$ cat src/rtl/vga_sync_gen.sv
// VGA timing generator: pixel-clock divider, h/v counters, registered active-low syncs
// and blanked colour outputs with a one-pixel renderer pipeline.
module vga_sync_gen #(
  parameter int CLK_DIV   = 4,
  parameter int H_VISIBLE = 640,
  parameter int H_FP      = 16,
  parameter int H_SYNC    = 96,
  parameter int H_BP      = 48,
  parameter int V_VISIBLE = 480,
  parameter int V_FP      = 10,
  parameter int V_SYNC    = 2,
  parameter int V_BP      = 33
) (
  input  logic       clk,
  input  logic       reset,
  input  logic [7:0] rgb_in,
  output logic [9:0] hcount,
  output logic [9:0] vcount,
  output logic       video_on,
  output logic       pix_tick,
  output logic       frame_tick,
  output logic       hsync,
  output logic       vsync,
  output logic [2:0] red,
  output logic [2:0] green,
  output logic [1:0] blue
);

  localparam int H_TOTAL = H_VISIBLE + H_FP + H_SYNC + H_BP;
  localparam int V_TOTAL = V_VISIBLE + V_FP + V_SYNC + V_BP;

  localparam logic [3:0] DIV_LAST = 4'(CLK_DIV - 1);
  localparam logic [9:0] H_LAST   = 10'(H_TOTAL - 1);
  localparam logic [9:0] V_LAST   = 10'(V_TOTAL - 1);
  localparam logic [9:0] H_VIS    = 10'(H_VISIBLE);
  localparam logic [9:0] V_VIS    = 10'(V_VISIBLE);
  localparam logic [9:0] HS_FIRST = 10'(H_VISIBLE + H_FP);
  localparam logic [9:0] HS_LAST  = 10'(H_VISIBLE + H_FP + H_SYNC - 1);
  localparam logic [9:0] VS_FIRST = 10'(V_VISIBLE + V_FP);
  localparam logic [9:0] VS_LAST  = 10'(V_VISIBLE + V_FP + V_SYNC - 1);

  logic [3:0] div_r;
  logic [9:0] hcount_r;
  logic [9:0] vcount_r;
  logic       hsync_r;
  logic       vsync_r;
  logic [2:0] red_r;
  logic [2:0] green_r;
  logic [1:0] blue_r;

  logic [3:0] div_next_s;
  logic [9:0] hcount_next_s;
  logic [9:0] vcount_next_s;
  logic       pix_tick_s;
  logic       frame_tick_s;
  logic       video_on_s;
  logic       hsync_raw_s;
  logic       vsync_raw_s;
  logic [2:0] red_next_s;
  logic [2:0] green_next_s;
  logic [1:0] blue_next_s;

  // Divider phase, tick qualifiers and sync/visibility decode of the current position.
  always_comb begin
    div_next_s   = 4'd0;
    pix_tick_s   = 1'b0;
    frame_tick_s = 1'b0;
    if (div_r == DIV_LAST) begin
      div_next_s = 4'd0;
    end else begin
      div_next_s = div_r + 4'd1;
    end
    // Ticks are suppressed for the whole reset window, whatever the divider phase.
    if (reset) begin
      pix_tick_s   = 1'b0;
      frame_tick_s = 1'b0;
    end else begin
      pix_tick_s   = (div_r == DIV_LAST);
      frame_tick_s = (div_r == DIV_LAST) && (hcount_r == H_LAST) && (vcount_r == V_LAST);
    end
    video_on_s  = (hcount_r < H_VIS) && (vcount_r < V_VIS);
    hsync_raw_s = !((hcount_r >= HS_FIRST) && (hcount_r <= HS_LAST));
    vsync_raw_s = !((vcount_r >= VS_FIRST) && (vcount_r <= VS_LAST));
  end

  // Next counter values and blanked colour, applied only on pixel ticks.
  always_comb begin
    hcount_next_s = hcount_r;
    vcount_next_s = vcount_r;
    if (hcount_r == H_LAST) begin
      hcount_next_s = 10'd0;
      if (vcount_r == V_LAST) begin
        vcount_next_s = 10'd0;
      end else begin
        vcount_next_s = vcount_r + 10'd1;
      end
    end else begin
      hcount_next_s = hcount_r + 10'd1;
      vcount_next_s = vcount_r;
    end
    if (video_on_s) begin
      red_next_s   = rgb_in[7:5];
      green_next_s = rgb_in[4:2];
      blue_next_s  = rgb_in[1:0];
    end else begin
      red_next_s   = 3'd0;
      green_next_s = 3'd0;
      blue_next_s  = 2'd0;
    end
  end

  // State and output registers; everything except the divider advances once per pixel.
  always_ff @(posedge clk) begin
    if (reset) begin
      div_r    <= 4'd0;
      hcount_r <= 10'd0;
      vcount_r <= 10'd0;
      hsync_r  <= 1'b1;
      vsync_r  <= 1'b1;
      red_r    <= 3'd0;
      green_r  <= 3'd0;
      blue_r   <= 2'd0;
    end else begin
      div_r <= div_next_s;
      if (pix_tick_s) begin
        hcount_r <= hcount_next_s;
        vcount_r <= vcount_next_s;
        hsync_r  <= hsync_raw_s;
        vsync_r  <= vsync_raw_s;
        red_r    <= red_next_s;
        green_r  <= green_next_s;
        blue_r   <= blue_next_s;
      end
    end
  end

  assign hcount     = hcount_r;
  assign vcount     = vcount_r;
  assign video_on   = video_on_s;
  assign pix_tick   = pix_tick_s;
  assign frame_tick = frame_tick_s;
  assign hsync      = hsync_r;
  assign vsync      = vsync_r;
  assign red        = red_r;
  assign green      = green_r;
  assign blue       = blue_r;

endmodule

$ cat config.mk
export PLATFORM = sky130hd
export DESIGN_NAME = vga_sync_gen
export DESIGN_NICKNAME = d
export VERILOG_FILES = /design/src/rtl/vga_sync_gen.sv
export SDC_FILE = /design/constraint.sdc
export NUM_CORES = 1
export LEC_CHECK = 0
export CAP_MARGIN = 20
export CORE_MARGIN = 5
export CORE_UTILIZATION = 50
export CTS_CLUSTER_DIAMETER = 200
export DETAILED_ROUTE_END_ITERATION = 6
export PLACE_DENSITY = 0.83
export SYNTH_ARGS = -nofsm -noshare
export SYNTH_HDL_FRONTEND = slang
export SYNTH_SLANG_ARGS = --single-unit
$ cat constraint.sdc
create_clock -name clk -period 6.25 [get_ports clk]
set_clock_uncertainty 0.15 [all_clocks]
set_input_delay 0.9375 -clock clk [delete_from_list [all_inputs] [get_ports clk]]
set_output_delay 0.9375 -clock clk [all_outputs]
set_load 0.02 [all_outputs]
[Word level (Yosys, flattened, before mapping)]
Index checks and enable logic that the tools add are counted.
Operators by class
  multiplexer cells: 7
  reductions and logical operators: 9
  $add $sub $neg: 3
  eq/ne operators: 3
  order comparisons: 6
Operators by type and width (count)
  $add 10x1->10 const B: 2
  $eq 10x10->1 const B: 2
  $mux 10: 2
  $ge 10x10->1 const B: 1
  $ge 10x9->1 const B: 1
  $le 10x10->1 const B: 1
  $le 10x9->1 const B: 1
  $lt 10x10->1 const B: 1
  $lt 10x9->1 const B: 1
  $mux 3: 2
  $logic_and 1x1->1: 5
  $add 4x1->4 const B: 1
  $eq 4x2->1 const B: 1
  $logic_not 1->1: 2
  $mux 1: 2
  $mux 2: 1
  $reduce_and 2->1: 1
  $reduce_or 2->1: 1
Storage, ports and cells
  word-level logic and storage cells: 36
  bits of input ports: 10
  output and inout bits: 33
  flip-flop bits (word level): 34

[Logic depth before layout (Yosys ltp)]
  depth in word-level cells: 4
  gate-level depth with buffers: 8
  gate-level depth less buffers: 6

[Least setup slack after synthesis]
OpenSTA, ideal clock, no wires.
  kind: input to output
  start point: input port reset
  end point: output port frame_tick
  cell stages on the path: 7
  data arrival time: 2811 ps
  path slack: 2352 ps
  cell sequence: buf_6 > or4b_4 > buf_6 > or4_4 > buf_6 > buf_2 > nor2_1
Between the ends
  longest elaborated chain between the ends: 1
Ends and longest elaborated chain
  from (decl): line 15  | input logic reset,
  $mux 1: line 74  | if (reset) begin
  to (decl): line 21  | output logic frame_tick,
Every way passes these cells.

[Worst setup path in the final report]
Ends and elaborated chain as after synthesis.

==> impl_metrics.xml <==
<?xml version="1.0" encoding="UTF-8"?>
<metrics>
  <group name="outcome">
    <metric name="run_status" unit="">finished, final reports clean</metric>
  </group>
  <group name="sta">
    <metric name="final.setup.tns" unit="ns">0</metric>
    <metric name="worst-slew-pin-transition" unit="ns">0.665</metric>
    <metric name="final_setup_violation_count" unit="">0</metric>
    <metric name="grt_setup_unrepaired" unit="">false</metric>
    <metric name="fraction_of_the_cycle_the_final_worst_path_needs" unit="%">74.3</metric>
    <metric name="final_hold_viol_count" unit="">0</metric>
    <metric name="slew_violations" unit="">0</metric>
    <metric name="finalWorstSetupSlack" unit="ns">1.61</metric>
    <metric name="timing.slew.headroom" unit="%">55.2</metric>
    <metric name="finalCriticalPeriod" unit="ns">4.64</metric>
    <metric name="fmax" unit="MHz">215</metric>
  </group>
  <group name="synth">
    <metric name="netlist.top_cell.by_area" unit="">dfxtp_1</metric>
    <metric name="synthDistinctLibCells" unit="">36</metric>
    <metric name="synthesis.instances" unit="">168</metric>
    <metric name="synthesis.nets" unit="">183</metric>
    <metric name="ys_ff_latch" unit="">34</metric>
    <metric name="area_share_of_the_leading_cell_type_in_the_synthesized_netlist" unit="%">44.8</metric>
    <metric name="synth_sequential_area_ratio" unit="%">44.8</metric>
    <metric name="yosys_warnings" unit="">0</metric>
    <metric name="post_synth_main_area_contributors" unit="">dfxtp_1 45%, a22o_1 4.6%, a21oi_1 4.3%, nor2_1 4.2%, ha_1 4.1%</metric>
    <metric name="cell_area_after_synthesis" unit="mm2">0.00152</metric>
    <metric name="syn_area_per_cell" unit="um2">9.03</metric>
  </group>
  <group name="floorplanning">
    <metric name="start_util" unit="%">51.0</metric>
    <metric name="io_pins" unit="">43</metric>
    <metric name="die_w" unit="um">65.1</metric>
    <metric name="design.core.area" unit="mm2">0.00298</metric>
    <metric name="die_area" unit="mm2">0.00424</metric>
    <metric name="fp-row-count" unit="">20</metric>
    <metric name="vert_die_dim" unit="um">65.1</metric>
  </group>
  <group name="critical_path">
    <metric name="timing.reg2reg.setup_slack" unit="ns">3.55</metric>
    <metric name="path_cells" unit="">clkdlybuf4s50_1, or4b_4, or4_4, nor2_1, clkdlybuf4s50_1</metric>
    <metric name="cp-endpoint" unit="">frame_tick</metric>
    <metric name="setup.worst_path.end_class" unit="">output pin</metric>
    <metric name="highest_delay_cell_along_the_critical_path" unit="">or4_4</metric>
    <metric name="rr_worst_depth" unit="">5</metric>
    <metric name="worstReg2RegEnd" unit="">vcount[7]$_SDFFE_PP0P_</metric>
    <metric name="crit_type" unit="">in -&gt; out</metric>
    <metric name="cpPeakStageDelay" unit="ns">0.69</metric>
    <metric name="timing.critical_path.required" unit="ns">5.16</metric>
    <metric name="crit_start_category" unit="">input pin</metric>
    <metric name="worstPathMaxFanout" unit="">22</metric>
    <metric name="worstReg2RegStart" unit="">div_r[0]$_SDFF_PP0_</metric>
    <metric name="path_common_cell" unit="">clkdlybuf4s50_1</metric>
    <metric name="timing.critical_path.from" unit="">reset</metric>
    <metric name="worst_ep_arrival_time" unit="ns">3.55</metric>
  </group>
  <group name="power_and_ir_drop">
    <metric name="p_int" unit="uW">321</metric>
    <metric name="power.share.sequential" unit="%">54.6</metric>
    <metric name="cell_leakage_power" unit="uW">0.000682</metric>
    <metric name="power.share.clock" unit="%">38.5</metric>
    <metric name="comb_power_share" unit="%">6.9</metric>
    <metric name="power_switching_share" unit="%">22.0</metric>
    <metric name="power.ir.vdd_worst" unit="mV">0.133</metric>
    <metric name="p_switching" unit="uW">90.2</metric>
    <metric name="power_density" unit="mW/mm2">203</metric>
  </group>
  <group name="clock_network">
    <metric name="cts.path.max_buffers" unit="">2</metric>
    <metric name="cts.repair_timing.setup_buffer_count" unit="">0</metric>
    <metric name="post_cts_resize_count" unit="">0</metric>
    <metric name="clkSlewWorstSetupHoldPaths" unit="ns">0.10</metric>
    <metric name="clk_lat_worst_skew" unit="ns">0.34</metric>
    <metric name="cts.root.buffer_cell" unit="">clkbuf_4</metric>
    <metric name="clkSinkCount" unit="">34</metric>
    <metric name="h-tree-depth" unit="">2</metric>
    <metric name="tritoncts_clock_tree" unit="">yes</metric>
    <metric name="tritoncts.num_buffers" unit="">5</metric>
    <metric name="postCtsHoldBufs" unit="">0</metric>
  </group>
  <group name="detailed_routing">
    <metric name="routed_wire_length_per_instance" unit="um">14.2</metric>
    <metric name="route.antenna.remaining_nets" unit="">0</metric>
    <metric name="drt-vias-per-instance" unit="">5.62</metric>
    <metric name="wirelength" unit="um">3530</metric>
    <metric name="drt_drc_violations_left" unit="">0</metric>
    <metric name="drt_iter0_drc" unit="">103</metric>
    <metric name="drtPass1Iterations" unit="">4</metric>
    <metric name="detailroute.via_count" unit="">1393</metric>
  </group>
  <group name="global_route">
    <metric name="pin_count_of_the_biggest_net_entering_global_routing" unit="">23</metric>
    <metric name="first_global_vias" unit="">1360</metric>
    <metric name="antenna_found_initial" unit="">0</metric>
    <metric name="grt_pass1_wl" unit="um">5910</metric>
    <metric name="global_route.usage.total" unit="%">17.9</metric>
    <metric name="overflow" unit="">0</metric>
  </group>
  <group name="layout">
    <metric name="layout.core_utilization" unit="%">67.9</metric>
    <metric name="post_route_cells_drive_above_1_share" unit="%">5.12</metric>
    <metric name="design.final.nets" unit="">229</metric>
    <metric name="flow.area_growth_from_synthesis" unit="%">33.1</metric>
    <metric name="layout_commonest_cell" unit="">clkdlybuf4s50_1</metric>
    <metric name="fillerInstances" unit="">242</metric>
    <metric name="num_antenna_cells" unit="">0</metric>
    <metric name="most_frequent_cells_in_the_layout" unit="">42 x clkdlybuf4s50_1, 34 x dfxtp_1, 17 x nor2_1</metric>
  </group>
  <group name="place">
    <metric name="finalWeightedCongestion" unit="">0.851</metric>
    <metric name="total_of_buffers_placed_on_input_and_output_ports" unit="">42</metric>
    <metric name="post-dp-hpwl" unit="um">2640</metric>
    <metric name="place_worst_setup_slack" unit="ns">1.61</metric>
  </group>
  <group name="hold_path">
    <metric name="min-delay-path-class" unit="">reg -&gt; reg</metric>
  </group>
  <group name="flow_run">
    <metric name="max_cap_viols" unit="">0</metric>
  </group>
</metrics>
## metrics by stage
stage | hold slack [ns] | power, uW | instances | instance area (um2)
after global placement | 0.286 | 256 | 239 | 1940
after detailed placement | 0.295 | 258 | 240 | 1950
after floorplan | 0.268 | 244 | 168 | 1520
final | 0.309 | 411 | 248 | 2020
after CTS | 0.311 | 413 | 248 | 2020
after global routing | 0.329 | 428 | 248 | 2020
## worst min-delay path by stage
stage / startpoint / end / slack, ns / cells past startpoint
floorplan: div_r[0]$_SDFF_PP0_ / div_r[0]$_SDFF_PP0_ / 0.27 / 1
global placement: div_r[0]$_SDFF_PP0_ / div_r[0]$_SDFF_PP0_ / 0.29 / 1
detailed placement: div_r[0]$_SDFF_PP0_ / div_r[0]$_SDFF_PP0_ / 0.29 / 1
CTS: div_r[0]$_SDFF_PP0_ / div_r[0]$_SDFF_PP0_ / 0.31 / 1
global route: div_r[0]$_SDFF_PP0_ / div_r[0]$_SDFF_PP0_ / 0.33 / 1
finish: div_r[0]$_SDFF_PP0_ / div_r[0]$_SDFF_PP0_ / 0.31 / 1
## logic make-up (layout without fill, tap and decap cells)
kind of cell | after synthesis | in the layout | synth area share [%]
AOI/OAI and AO/OA | 37 | 37 | 15.8
xor gates and xnor gates | 8 | 8 | 4.62
adders and majority gates | 5 | 5 | 4.12
buffers and inverters | 10 | 57 | 4.04
DFF | 34 | 34 | 44.8
and+or+nand+nor | 74 | 74 | 26.5
## state kept, by name, indices dropped and copies added, names as in the netlist
signal,cells
blue,2
div_r,4
green,3
hcount,10
hsync,1
red,3
vcount,10
vsync,1
## power groups by stage
stage                     Clock (uW)  Sequential (uW)  Combinational, uW
after detailed placement           0              229               28.6
after floorplan                    0              232               12.3
after CTS                        160              224               28.8
final                            158              224               28.4
after global routing             171              225               31.2
after global placement             0              229               27.3
## layer usage
layer	vias up	routed length (um)	GRT usage, %
met5	-	0	0
met4	0	71	7.77
met3	9	226	6.32
met2	45	1690	29.2
met1	633	1540	21.2
li1	706	-	-
## cells in the mapped netlist
master,number
buf_6,3
buf_2,1
o21a_1,1
a21oi_1,13
nand2b_1,3
o21ai_0,7
o22ai_1,1
or3_1,6
nor2b_1,1
nand3b_1,2
nand2_1,11
o41ai_1,1
or4_4,1
nand4_1,6
clkinv_1,1
and3_1,2
o21bai_1,1
nand3_1,7
nor3_1,8
ha_1,5
or4_1,3
nor4bb_1,1
nor2_1,17
o31ai_1,3
a22o_1,8
dfxtp_1,34
a31oi_1,1
or3b_1,1
xnor2_1,3
or4b_4,1
and2_1,2
or4b_2,1
xor2_1,5
nor4_1,1
inv_1,5
o21bai_2,1
## final cells by class
| class | instances | area (um2) | share of cell area [%] |
|---|---|---|---|
| clock buffer | 7 | 45.0 | 2.23 |
| timing repair buffer | 43 | 425 | 21.1 |
| sequential | 34 | 681 | 33.7 |
| tap | 33 | 41.3 | 2.04 |
| inverter | 6 | 22.5 | 1.11 |
| multi-input combinational | 124 | 776 | 38.4 |
| clock inverter | 1 | 30.0 | 1.49 |
## critical path: cells and delay by family
family / cells / cell delay, ns
simple gates: 3 / 1.44
buf+inv: 2 / 1.16
Note: power is estimated with default switching activity, not from simulation.
